===== src/rtl/hazard_ctrl.sv =====
// Hazard/forwarding controller for the five-stage MIPS pipeline: E/M/W scoreboard of {dst, Tnew},
// stall and forwarding selects, plus an optional MDU busy counter compiled in with HAZARD_MDU_EN.
module hazard_ctrl #(
   parameter int MULT_CYCLES = 5,
   parameter int DIV_CYCLES  = 10
) (
   input  logic       hazard_ctrl_i_clk,
   input  logic       hazard_ctrl_i_reset,
   input  logic       hazard_ctrl_i_flush,
   input  logic [4:0] hazard_ctrl_i_D_rs,
   input  logic [4:0] hazard_ctrl_i_D_rt,
   input  logic [1:0] hazard_ctrl_i_D_TuseRs,
   input  logic [1:0] hazard_ctrl_i_D_TuseRt,
   input  logic [4:0] hazard_ctrl_i_D_dst,
   input  logic [1:0] hazard_ctrl_i_D_Tnew,
   input  logic       hazard_ctrl_i_D_mdStart,
   input  logic       hazard_ctrl_i_D_mdIsDiv,
   input  logic       hazard_ctrl_i_D_mdUse,
   output logic       hazard_ctrl_o_stall,
   output logic [1:0] hazard_ctrl_o_fwdDRs,
   output logic [1:0] hazard_ctrl_o_fwdDRt,
   output logic [1:0] hazard_ctrl_o_fwdERs,
   output logic [1:0] hazard_ctrl_o_fwdERt,
   output logic [1:0] hazard_ctrl_o_fwdMRt,
   output logic       hazard_ctrl_o_mdBusy
);

   localparam int MD_MAX = (DIV_CYCLES > MULT_CYCLES) ? DIV_CYCLES : MULT_CYCLES;
   localparam int CNT_W  = $clog2(MD_MAX + 1);

   // ---------------------------------------------------------------------------
   // Helpers
   // ---------------------------------------------------------------------------
   function automatic logic hit(input logic [4:0] src, input logic [4:0] dst);
      return (src != 5'd0) && (src == dst);
   endfunction

   function automatic logic [1:0] tnew_dec(input logic [1:0] t);
      return (t == 2'd0) ? 2'd0 : t - 2'd1;
   endfunction

   function automatic logic src_hazard(
      input logic [4:0] src,
      input logic [1:0] tuse,
      input logic [4:0] e_dst,
      input logic [1:0] e_tnew,
      input logic [4:0] m_dst,
      input logic [1:0] m_tnew
   );
      logic late_e;
      logic late_m;
      late_e = hit(src, e_dst) && (e_tnew > tuse);
      late_m = hit(src, m_dst) && (m_tnew > tuse);
      return (tuse != 2'd3) && (late_e || late_m);
   endfunction

   // W never feeds D here: the register file writes first and reads second.
   function automatic logic [1:0] fwd_d_sel(
      input logic [4:0] src,
      input logic [4:0] e_dst,
      input logic [1:0] e_tnew,
      input logic [4:0] m_dst,
      input logic [1:0] m_tnew
   );
      logic [1:0] sel;
      sel = 2'b00;
      if (hit(src, e_dst) && (e_tnew == 2'd0)) begin
         sel = 2'b01;
      end else if (hit(src, m_dst) && (m_tnew == 2'd0)) begin
         sel = 2'b10;
      end
      return sel;
   endfunction

   function automatic logic [1:0] fwd_e_sel(
      input logic [4:0] src,
      input logic [4:0] m_dst,
      input logic [1:0] m_tnew,
      input logic [4:0] w_dst
   );
      logic [1:0] sel;
      sel = 2'b00;
      if (hit(src, m_dst) && (m_tnew == 2'd0)) begin
         sel = 2'b01;
      end else if (hit(src, w_dst)) begin
         sel = 2'b10;
      end
      return sel;
   endfunction

   // ---------------------------------------------------------------------------
   // Scoreboard state
   // ---------------------------------------------------------------------------
   logic [4:0] e_dst_q, e_dst_d;
   logic [4:0] e_rs_q, e_rs_d;
   logic [4:0] e_rt_q, e_rt_d;
   logic [1:0] e_tnew_q, e_tnew_d;
   logic [4:0] m_dst_q, m_dst_d;
   logic [4:0] m_rt_q, m_rt_d;
   logic [1:0] m_tnew_q, m_tnew_d;
   logic [4:0] w_dst_q, w_dst_d;
   logic [1:0] w_tnew_q, w_tnew_d;

   logic reg_hazard;
   logic md_stall;
   logic md_busy;
   logic stall_raw;

   always_comb begin
      reg_hazard = 1'b0;
      reg_hazard = src_hazard(hazard_ctrl_i_D_rs, hazard_ctrl_i_D_TuseRs,
                              e_dst_q, e_tnew_q, m_dst_q, m_tnew_q)
                 | src_hazard(hazard_ctrl_i_D_rt, hazard_ctrl_i_D_TuseRt,
                              e_dst_q, e_tnew_q, m_dst_q, m_tnew_q);
   end

   assign stall_raw = reg_hazard | md_stall;

   // ---------------------------------------------------------------------------
   // MDU busy counter
   // ---------------------------------------------------------------------------
`ifdef HAZARD_MDU_EN
   logic [CNT_W-1:0] md_cnt_q, md_cnt_d;

   assign md_busy  = (md_cnt_q != '0);
   assign md_stall = hazard_ctrl_i_D_mdUse && md_busy;

   // Loads only when the start instruction really enters E; flush does not stop the unit.
   always_comb begin
      md_cnt_d = md_cnt_q;
      if (!hazard_ctrl_i_flush && !stall_raw && hazard_ctrl_i_D_mdStart) begin
         md_cnt_d = hazard_ctrl_i_D_mdIsDiv ? CNT_W'(DIV_CYCLES) : CNT_W'(MULT_CYCLES);
      end else if (md_busy) begin
         md_cnt_d = md_cnt_q - CNT_W'(1);
      end
   end

   always_ff @(posedge hazard_ctrl_i_clk) begin
      if (hazard_ctrl_i_reset) begin
         md_cnt_q <= '0;
      end else begin
         md_cnt_q <= md_cnt_d;
      end
   end
`else
   logic unused_md_inputs;

   assign md_busy          = 1'b0;
   assign md_stall         = 1'b0;
   assign unused_md_inputs = ^{hazard_ctrl_i_D_mdStart, hazard_ctrl_i_D_mdIsDiv,
                               hazard_ctrl_i_D_mdUse};
`endif

   // ---------------------------------------------------------------------------
   // Scoreboard advance
   // ---------------------------------------------------------------------------
   always_comb begin
      e_dst_d  = hazard_ctrl_i_D_dst;
      e_rs_d   = hazard_ctrl_i_D_rs;
      e_rt_d   = hazard_ctrl_i_D_rt;
      e_tnew_d = hazard_ctrl_i_D_Tnew;
      m_dst_d  = e_dst_q;
      m_rt_d   = e_rt_q;
      m_tnew_d = tnew_dec(e_tnew_q);
      w_dst_d  = m_dst_q;
      w_tnew_d = tnew_dec(m_tnew_q);
      if (hazard_ctrl_i_flush) begin
         e_dst_d  = 5'd0;
         e_rs_d   = 5'd0;
         e_rt_d   = 5'd0;
         e_tnew_d = 2'd0;
         m_dst_d  = 5'd0;
         m_rt_d   = 5'd0;
         m_tnew_d = 2'd0;
         w_dst_d  = 5'd0;
         w_tnew_d = 2'd0;
      end else if (stall_raw) begin
         e_dst_d  = 5'd0;
         e_rs_d   = 5'd0;
         e_rt_d   = 5'd0;
         e_tnew_d = 2'd0;
      end
   end

   always_ff @(posedge hazard_ctrl_i_clk) begin
      if (hazard_ctrl_i_reset) begin
         e_dst_q  <= 5'd0;
         e_rs_q   <= 5'd0;
         e_rt_q   <= 5'd0;
         e_tnew_q <= 2'd0;
         m_dst_q  <= 5'd0;
         m_rt_q   <= 5'd0;
         m_tnew_q <= 2'd0;
         w_dst_q  <= 5'd0;
         w_tnew_q <= 2'd0;
      end else begin
         e_dst_q  <= e_dst_d;
         e_rs_q   <= e_rs_d;
         e_rt_q   <= e_rt_d;
         e_tnew_q <= e_tnew_d;
         m_dst_q  <= m_dst_d;
         m_rt_q   <= m_rt_d;
         m_tnew_q <= m_tnew_d;
         w_dst_q  <= w_dst_d;
         w_tnew_q <= w_tnew_d;
      end
   end

   // W's Tnew is kept for scoreboard completeness; every W consumer is already past its Tuse.
   logic unused_w_tnew;
   assign unused_w_tnew = ^w_tnew_q;

   // ---------------------------------------------------------------------------
   // Outputs
   // ---------------------------------------------------------------------------
   logic [1:0] fwd_d_rs, fwd_d_rt, fwd_e_rs, fwd_e_rt, fwd_m_rt;

   always_comb begin
      fwd_d_rs = fwd_d_sel(hazard_ctrl_i_D_rs, e_dst_q, e_tnew_q, m_dst_q, m_tnew_q);
      fwd_d_rt = fwd_d_sel(hazard_ctrl_i_D_rt, e_dst_q, e_tnew_q, m_dst_q, m_tnew_q);
      fwd_e_rs = fwd_e_sel(e_rs_q, m_dst_q, m_tnew_q, w_dst_q);
      fwd_e_rt = fwd_e_sel(e_rt_q, m_dst_q, m_tnew_q, w_dst_q);
      fwd_m_rt = hit(m_rt_q, w_dst_q) ? 2'b01 : 2'b00;
   end

   // A flush empties the pipe anyway, so holding D would only lose a cycle.
   assign hazard_ctrl_o_stall  = !hazard_ctrl_i_reset && !hazard_ctrl_i_flush && stall_raw;
   assign hazard_ctrl_o_fwdDRs = hazard_ctrl_i_reset ? 2'b00 : fwd_d_rs;
   assign hazard_ctrl_o_fwdDRt = hazard_ctrl_i_reset ? 2'b00 : fwd_d_rt;
   assign hazard_ctrl_o_fwdERs = hazard_ctrl_i_reset ? 2'b00 : fwd_e_rs;
   assign hazard_ctrl_o_fwdERt = hazard_ctrl_i_reset ? 2'b00 : fwd_e_rt;
   assign hazard_ctrl_o_fwdMRt = hazard_ctrl_i_reset ? 2'b00 : fwd_m_rt;
   assign hazard_ctrl_o_mdBusy = !hazard_ctrl_i_reset && md_busy;

endmodule

===== config.mk =====
export PLATFORM = sky130hd
export DESIGN_NAME = hazard_ctrl
export DESIGN_NICKNAME = d
export VERILOG_FILES = /design/src/rtl/hazard_ctrl.sv
export SDC_FILE = /design/constraint.sdc
export NUM_CORES = 1
export LEC_CHECK = 0
export CORE_MARGIN = 2
export CORE_UTILIZATION = 30
export DETAILED_ROUTE_END_ITERATION = 12
export SLEW_MARGIN = 20
export SYNTH_ARGS = -nofsm -noshare
export SYNTH_HDL_FRONTEND = slang
export SYNTH_SLANG_ARGS = --single-unit
export TNS_END_PERCENT = 10

===== constraint.sdc =====
create_clock -name hazard_ctrl_i_clk -period 5.9 [get_ports hazard_ctrl_i_clk]
set_clock_uncertainty 0.2 [all_clocks]
set_input_delay 0.885 -clock hazard_ctrl_i_clk [delete_from_list [all_inputs] [get_ports hazard_ctrl_i_clk]]
set_output_delay 0.885 -clock hazard_ctrl_i_clk [all_outputs]
set_load 0.05 [all_outputs]

Word level (Yosys, flattened, before mapping)
Cells that the tools add are included.
{ "op_classes": {"n_addsub": 1, "mul": 0, "div_mod_pow": 0, "n_lt_le_gt_ge": 4, "n_eq_ne": 11, "n_shift": 0, "muxes": 14, "n_bitwise": 1, "n_reduce_logical": 37} }
{ "op_table": {"columns": ["op", "count"], "rows": [
  ["$eq A5 B5 Y1", 9],
  ["$reduce_bool A5 Y1", 5],
  ["$mux W2", 12],
  ["$logic_and A1 B1 Y1", 23],
  ["$gt A2 B2 Y1", 4],
  ["$reduce_or A3 Y1", 2],
  ["$logic_not A2 Y1", 2],
  ["$ne A2 B2 Y1 const B", 2],
  ["$logic_not A1 Y1", 2],
  ["$logic_or A1 B1 Y1", 2],
  ["$mux W1", 2],
  ["$reduce_or A2 Y1", 1],
  ["$sub A2 B1 Y2 const B", 1],
  ["$or A1 B1 Y1", 1]
]} }
{ "totals": {"reg_bits": 34, "latch_bits": 0, "mem_bits_rw": 0, "romBits": 0, "input_bits": 27, "word_cells": 76, "n_memories": 0} }

Depth between registers and ports, before layout
Gate-level depths: netlist (run 1).
{ "depth": {"depth_word": 7, "ltp_mapped": 8} }

Worst setup path after synthesis (run 1)
OpenSTA, ideal clock, no wires.
{ "synth_timing": {"path_kind": "input-to-output", "start": "input port hazard_ctrl_i_D_rt[1]", "end": "output port hazard_ctrl_o_fwdDRt[1]", "t_arrival_ps": 4153, "path_slack_ps": 662, "cell_stages": 4, "path_buffers": 0, "path_cell_list": "or4_1 -> o211ai_2 -> nor2_1 -> a2111oi_0"} }
{ "synth_between": {"elab_chain_cells": 6, "elab_cells_between_ends": 10} }
{ "synth_lines": {"columns": ["element", "line_no", "rtl"], "rows": [
  ["from (decl)", "11", "input logic [4:0] hazard_ctrl_i_D_rt,"],
  ["$eq A5 B5 Y1 or $reduce_bool A5 Y1 (tied branches)", "35", "return (src != 5'd0) && (src == dst);"],
  ["$logic_and A1 B1 Y1", "35", null],
  ["$logic_and A1 B1 Y1", "69", "end else if (hit(src, m_dst) && (m_tnew == 2'd0)) begin"],
  ["$mux W2", "69", null],
  ["$mux W2 *", "67", "if (hit(src, e_dst) && (e_tnew == 2'd0)) begin"],
  ["$mux W2 *", "229", "assign hazard_ctrl_o_fwdDRt = hazard_ctrl_i_reset ? 2'b00 : fwd_d_rt;"],
  ["to (decl)", "21", "output logic [1:0] hazard_ctrl_o_fwdDRt,"]
]} }
Mark *: on every way between the ends. The rest lies on a longest branch, timed or not.

Final worst setup path (run 1)
Same ends and word-level chain as after synthesis.

==> results of run 1 <==
stage by stage:
stage               util, %  area, µm²  hold WS, ns
floorplan                 -       1860        0.192
global placement       37.6       2240        0.244
detailed placement     37.6       2240        0.244
CTS                    39.5       2350        0.251
global route           39.5       2350        0.273
finish                 39.5       2350        0.244
synth_stat cells:
| cell | instances |
|---|---|
| a2111oi_0 | 2 |
| a21oi_1 | 1 |
| a22oi_1 | 4 |
| and2_1 | 15 |
| and3_1 | 19 |
| buf_4 | 2 |
| buf_6 | 1 |
| clkbuf_1 | 9 |
| conb_1 | 1 |
| dfxtp_1 | 34 |
| ha_1 | 9 |
| inv_1 | 5 |
| nand2_1 | 2 |
| nand2b_1 | 1 |
| nand3_1 | 5 |
| nor2_1 | 7 |
| nor2b_1 | 4 |
| nor3_1 | 9 |
| nor3_2 | 1 |
| nor4_1 | 10 |
| nor4_4 | 1 |
| o211ai_1 | 1 |
| o211ai_2 | 3 |
| o21ai_0 | 4 |
| or3_1 | 1 |
| or4_1 | 3 |
| or4_4 | 1 |
| xnor2_1 | 23 |
| xor2_1 | 21 |
flip-flops by register name, indices dropped and copies added (netlist names):
name / count
w_dst_q: 5
m_tnew_q: 2
e_rt_q: 5
e_tnew_q: 2
m_rt_q: 5
m_dst_q: 5
e_rs_q: 5
e_dst_q: 5
cell type report:
type / instances / area, µm²
fill: 630 / 3600
multi-input combinational: 149 / 1110
sequential: 34 / 681
timing repair buffer: 34 / 338
tap: 75 / 93.8
clock buffer: 6 / 82.6
clock inverter: 1 / 30.0
inverter: 5 / 18.8
critical path: cells and delay by family:
family                 cells  cell delay [ns]
buffers and inverters      2             1.40
AOI/OAI and AO/OA          2             0.77
and+or+nand+nor            2             0.65
worst paths after layout:
kind | from | to | slack [ns]
worst max-delay path | hazard_ctrl_i_D_rt[1] | hazard_ctrl_o_fwdDRt[1] | 1.10
worst min-delay path | e_tnew_q[0] | m_tnew_q[0] | 0.24
worst max register to register | m_tnew_q[0] | e_rs_q[1] | 3.71
worst min register to register | e_tnew_q[0] | m_tnew_q[0] | 0.24
placed cells by master (no fill, tap or decap), drive strengths merged, types with 4 or more instances in the layout:
cell type / Yosys / final
a22oi: 4 / 4
and2: 15 / 15
and3: 19 / 19
clkbuf: 9 / 6
clkdlybuf4s50: 0 / 33
dfxtp: 34 / 34
ha: 9 / 9
inv: 5 / 5
nand3: 5 / 5
nor2: 7 / 7
nor2b: 4 / 4
nor3: 10 / 10
nor4: 11 / 11
o211ai: 4 / 4
o21ai: 4 / 4
or4: 4 / 4
xnor2: 23 / 23
xor2: 21 / 21
logic make-up (layout without fill, tap and decap cells):
logic type | after synthesis | after routing | synth area share [%]
DFF | 34 | 34 | 36.6
xor gates and xnor gates | 44 | 44 | 20.7
adders and majority gates | 9 | 9 | 6.05
and+or+nand+nor | 79 | 79 | 25.9
buffers and inverters | 17 | 46 | 4.24
other | 1 | 2 | 0.202
AOI/OAI and AO/OA | 15 | 15 | 6.32
power breakdown:
group	internal (µW)	total [µW]	switching, µW
combinational	44.5	91.2	46.7
sequential	236	245	8.37
clock	135	217	81.9
per-layer routing:
layer,track usage (%),wire length [µm]
met5,0,0
met1,17.7,2070
met2,21.5,1880
met4,5.25,45
met3,3.26,154
==> results_dict.tcl, run 1 <==
set metrics [dict create \
    synth_cell_types 29 \
    clock-root-buffer "clkbuf_8" \
    syn_inst 199 \
    grt_pass1_vias 1399 \
    yosys_warnings 0 \
    rsz0062_at_grt "no" \
    core_um2 5960 \
    grt_antenna_before_repair 0 \
    critPathLaunchType "input pin" \
    rows 28 \
    cpMaxStageDelayCell "clkdlybuf4s50_1" \
    num_io_pins 39 \
    synth.area.top_cells "dfxtp_1 (37%), xnor2_1 (11%), xor2_1 (9.9%)" \
    avgRoutedWirePerCell_um 13.7 \
    max_freq_mhz 208 \
    viasPerCell 4.62 \
    synth-seq-cells 34 \
    die_area_um2 6850 \
    nets 265 \
    cp_common_cell "clkdlybuf4s50_1" \
    fin_tns_setup_ns 0 \
    critPathMaxFanout 4 \
    grt_start_max_net_pins 33 \
    cts_tree "yes" \
    p_per_area_nw_per_um2 235 \
    cp.required_ns 4.82 \
    dp_slack_ns 1.10 \
    min_delay_path_depth 1 \
    drv_cap 0 \
    htreeDepth 2 \
    end_kind "primary output" \
    worst_slack_ns 1.10 \
    cts_buffers 5 \
    clkLatencyLatePin_ns 0.28 \
    num_vias 1403 \
    reg2reg_depth 8 \
    slew_viol_final 0 \
    slew_headroom_pct 35.8 \
    grt_usage_pct 13.5 \
    synth.yosys.seq_area_share_pct 36.6 \
    firstDrtPassIters 4 \
    yosys.area.top_type_share_pct 36.6 \
    cts_hold_buffers 0 \
    worstSetupPathType "input pin to primary output" \
    clk_pin_slew_worst_paths_ns 0.07 \
    power.total_uw 553 \
    finalCriticalPeriod_ns 4.80 \
    cts_resized 0 \
    die_h_um 82.8 \
    avgSynthCellArea_um2 9.35 \
    drc 0 \
    outcome "finished, final reports clean" \
    grt_overflow 0 \
    initial_core_util_pct 31.2 \
    cts_buffer_depth 2 \
    cp_cell_sequence "clkdlybuf4s50_1 -> or4_1 -> o211ai_2 -> nor2_1 -> a2111oi_0 -> clkdlybuf4s50_1" \
    place_inst 297 \
    grt_pass1_wl_um 6850 \
    synth.largest_area_cell "dfxtp_1" \
    cts.sinks 34 \
    irDropWorstVdd_mv 0.108 \
    drive_gt1_share_pct 6.55 \
    worst_pin_slew_ns 0.962 \
    synthToLayoutAreaGrowth_pct 26.4 \
    dieWidth_um 82.8 \
    cp.arrival_ns 3.72 \
    diodes 0 \
    drt_first_iter_violations 61 \
    hold_viol 0 \
    place_congestion 0.817 \
    setup_viol 0 \
    final_antenna_net_count 0 \
    drt_wl_total_um 4150 \
    post_cts_buffers 0 \
    fin_crit_sh_pct 81.4 \
    final_cell_count_no_fill 304 \
    cp_slowest_stage_delay_ns 0.90 \
    hold_path_class "flip-flop to flip-flop" \
    hpwl_um 3140 \
    p_leak_uw 0.00102 \
    netlist_area_um2 1860 \
    portBuffers 33 \
]
(Power assumes the default switching activity.)
==> run 2: changes to the inputs <==
==> constraint.sdc (replaced) <==
create_clock -name hazard_ctrl_i_clk -period 4.6 [get_ports hazard_ctrl_i_clk]
set_clock_uncertainty 0.2 [all_clocks]
set_input_delay 0.69 -clock hazard_ctrl_i_clk [delete_from_list [all_inputs] [get_ports hazard_ctrl_i_clk]]
set_output_delay 0.69 -clock hazard_ctrl_i_clk [all_outputs]
set_load 0.05 [all_outputs]
==> run 2 against run 1 <==
Against the previous run: cell count up 0.33%; clock power up 4%; sequential share of layout area up 0.34 points; design area down 1.2%; die area unchanged; worst setup slack worse by 0.20 ns; first-iteration DRC count down 13%; sequential cell count unchanged; utilization down 0.46 points; register-to-register slack worse by 1.2 ns; hold slack better by 0.017 ns; critical path type unchanged; critical endpoint is now hazard_ctrl_o_fwdDRt[0]; largest power group unchanged.
==> results_dict.tcl, run 2 (synthesis results as in run 1) <==
set metrics [dict create \
    outcome "finished, final reports clean" \
    finalCriticalPeriod_ns 3.70 \
    setup_viol 0 \
    irDropWorstVdd_mv 0.125 \
    cts_buffers 5 \
    grt_pass1_vias 1395 \
    worstSetupPathType "input pin to primary output" \
    drt_wl_total_um 4010 \
    grt_overflow 0 \
    cts_buffer_depth 2 \
    portBuffers 33 \
    cts_resized 0 \
    place_congestion 0.863 \
    synthToLayoutAreaGrowth_pct 24.9 \
    rows 28 \
    clkLatencyLatePin_ns 0.29 \
    num_vias 1462 \
    grt_antenna_before_repair 0 \
    final_core_util_pct 39.0 \
    post_cts_buffers 0 \
    slew_headroom_pct 37.0 \
    dieWidth_um 82.8 \
    fin_tns_setup_ns 0 \
    diodes 0 \
    final_common_cell "dfxtp_1" \
    clock-root-buffer "clkbuf_8" \
    layout_common_cells "dfxtp_1 (34), clkdlybuf4s50_1 (30), xnor2_1 (23)" \
    critPathMaxFanout 4 \
    max_freq_mhz 270 \
    place_inst 297 \
    die_h_um 82.8 \
    final_cell_count_no_fill 305 \
    rsz0062_at_grt "no" \
    drc 0 \
    final_antenna_net_count 0 \
    avgRoutedWirePerCell_um 13.2 \
    cp_num_buf_inv 2 \
    hold_slack_ns 0.261 \
    num_io_pins 39 \
    htreeDepth 2 \
    cp_cell_sequence "clkdlybuf4s50_1 -> or4_1 -> o211ai_2 -> nor3_1 -> clkdlybuf4s50_1" \
    initial_core_util_pct 31.2 \
    drt_first_iter_violations 53 \
    drv_cap 0 \
    cp_common_cell "clkdlybuf4s50_1" \
    drive_gt1_share_pct 7.83 \
    cts.sinks 34 \
    p_per_area_nw_per_um2 282 \
    r2r_setup_slack_ns 2.48 \
    hold_path_class "flip-flop to flip-flop" \
    cpMaxStageDelayCell "clkdlybuf4s50_1" \
    p_leak_uw 0.00102 \
    core_um2 5960 \
    critPathLaunchType "input pin" \
    viasPerCell 4.79 \
    cp_slowest_stage_delay_ns 0.70 \
    power.total_uw 655 \
    hold_viol 0 \
    cp.arrival_ns 2.81 \
    hpwl_um 3150 \
    clk_pin_slew_worst_paths_ns 0.07 \
    grt_usage_pct 13.4 \
    cp.required_ns 3.71 \
    critPathTopFamily "buffers and inverters" \
    fin_crit_sh_pct 80.4 \
    worst_pin_slew_ns 0.943 \
    nets 265 \
    grt_start_max_net_pins 33 \
    slew_viol_final 0 \
    firstDrtPassIters 4 \
    die_area_um2 6850 \
    cts_tree "yes" \
    grt_pass1_wl_um 6690 \
    cts_hold_buffers 0 \
    end_kind "primary output" \
]
## run 2: changes by cell type in the layout (fill, tap and decap cells not counted)
cell,delta
a2111oi_1,+1
clkdlybuf4s50_1,-3
a2111oi_0,-1
clkinv_2,+1
buf_4,+3
clkbuf_1,+1
bufinv_16,-1
## run 2: worst paths after layout
check | depth (start not counted) | from | to
min | 1 | e_tnew_q[0] | m_tnew_q[0]
max | 5 | hazard_ctrl_i_D_rt[4] | hazard_ctrl_o_fwdDRt[0]
min reg2reg | 1 | e_tnew_q[0] | m_tnew_q[0]
max reg2reg | 8 | m_tnew_q[0] | e_rs_q[4]
## run 2: final cells by class
| cell class | count | area, µm² |
|---|---|---|
| inverter | 5 | 18.8 |
| fill | 632 | 3630 |
| timing repair buffer | 34 | 330 |
| tap | 75 | 93.8 |
| clock buffer | 7 | 86.3 |
| sequential | 34 | 681 |
| multi-input combinational | 149 | 1110 |
| clock inverter | 1 | 5.00 |
## run 2: worst reg2reg max path, delay by kind of cell, from the launching register on
kind	cells	cell delay (ns)
fa+ha+maj	1	0.27
flops	1	0.38
simple gates	3	0.59
compound gates	2	0.30
buf+inv	2	0.28
## run 2: metrics by stage
step	setup WS, ns	cell area [µm²]
final	0.902	2320
after global routing	0.826	2320
after CTS	0.880	2320
after detailed placement	0.880	2230
after global placement	0.852	2230
after floorplan	-0.246	1870
## run 2: metal layers
metal	GRT usage, %	part of all wire [%]	vias to the layer above
met5	0	0	-
met1	16.2	45	664
li1	-	-	741
met4	6.23	2.8	0
met2	21.0	46	46
met3	4.89	6.7	11
## run 2: where the power goes
group | internal, µW | switching [µW] | total (µW)
combinational | 56.9 | 59.8 | 117
sequential | 303 | 10.6 | 314
clock | 121 | 104 | 225
total | 481 | 175 | 655
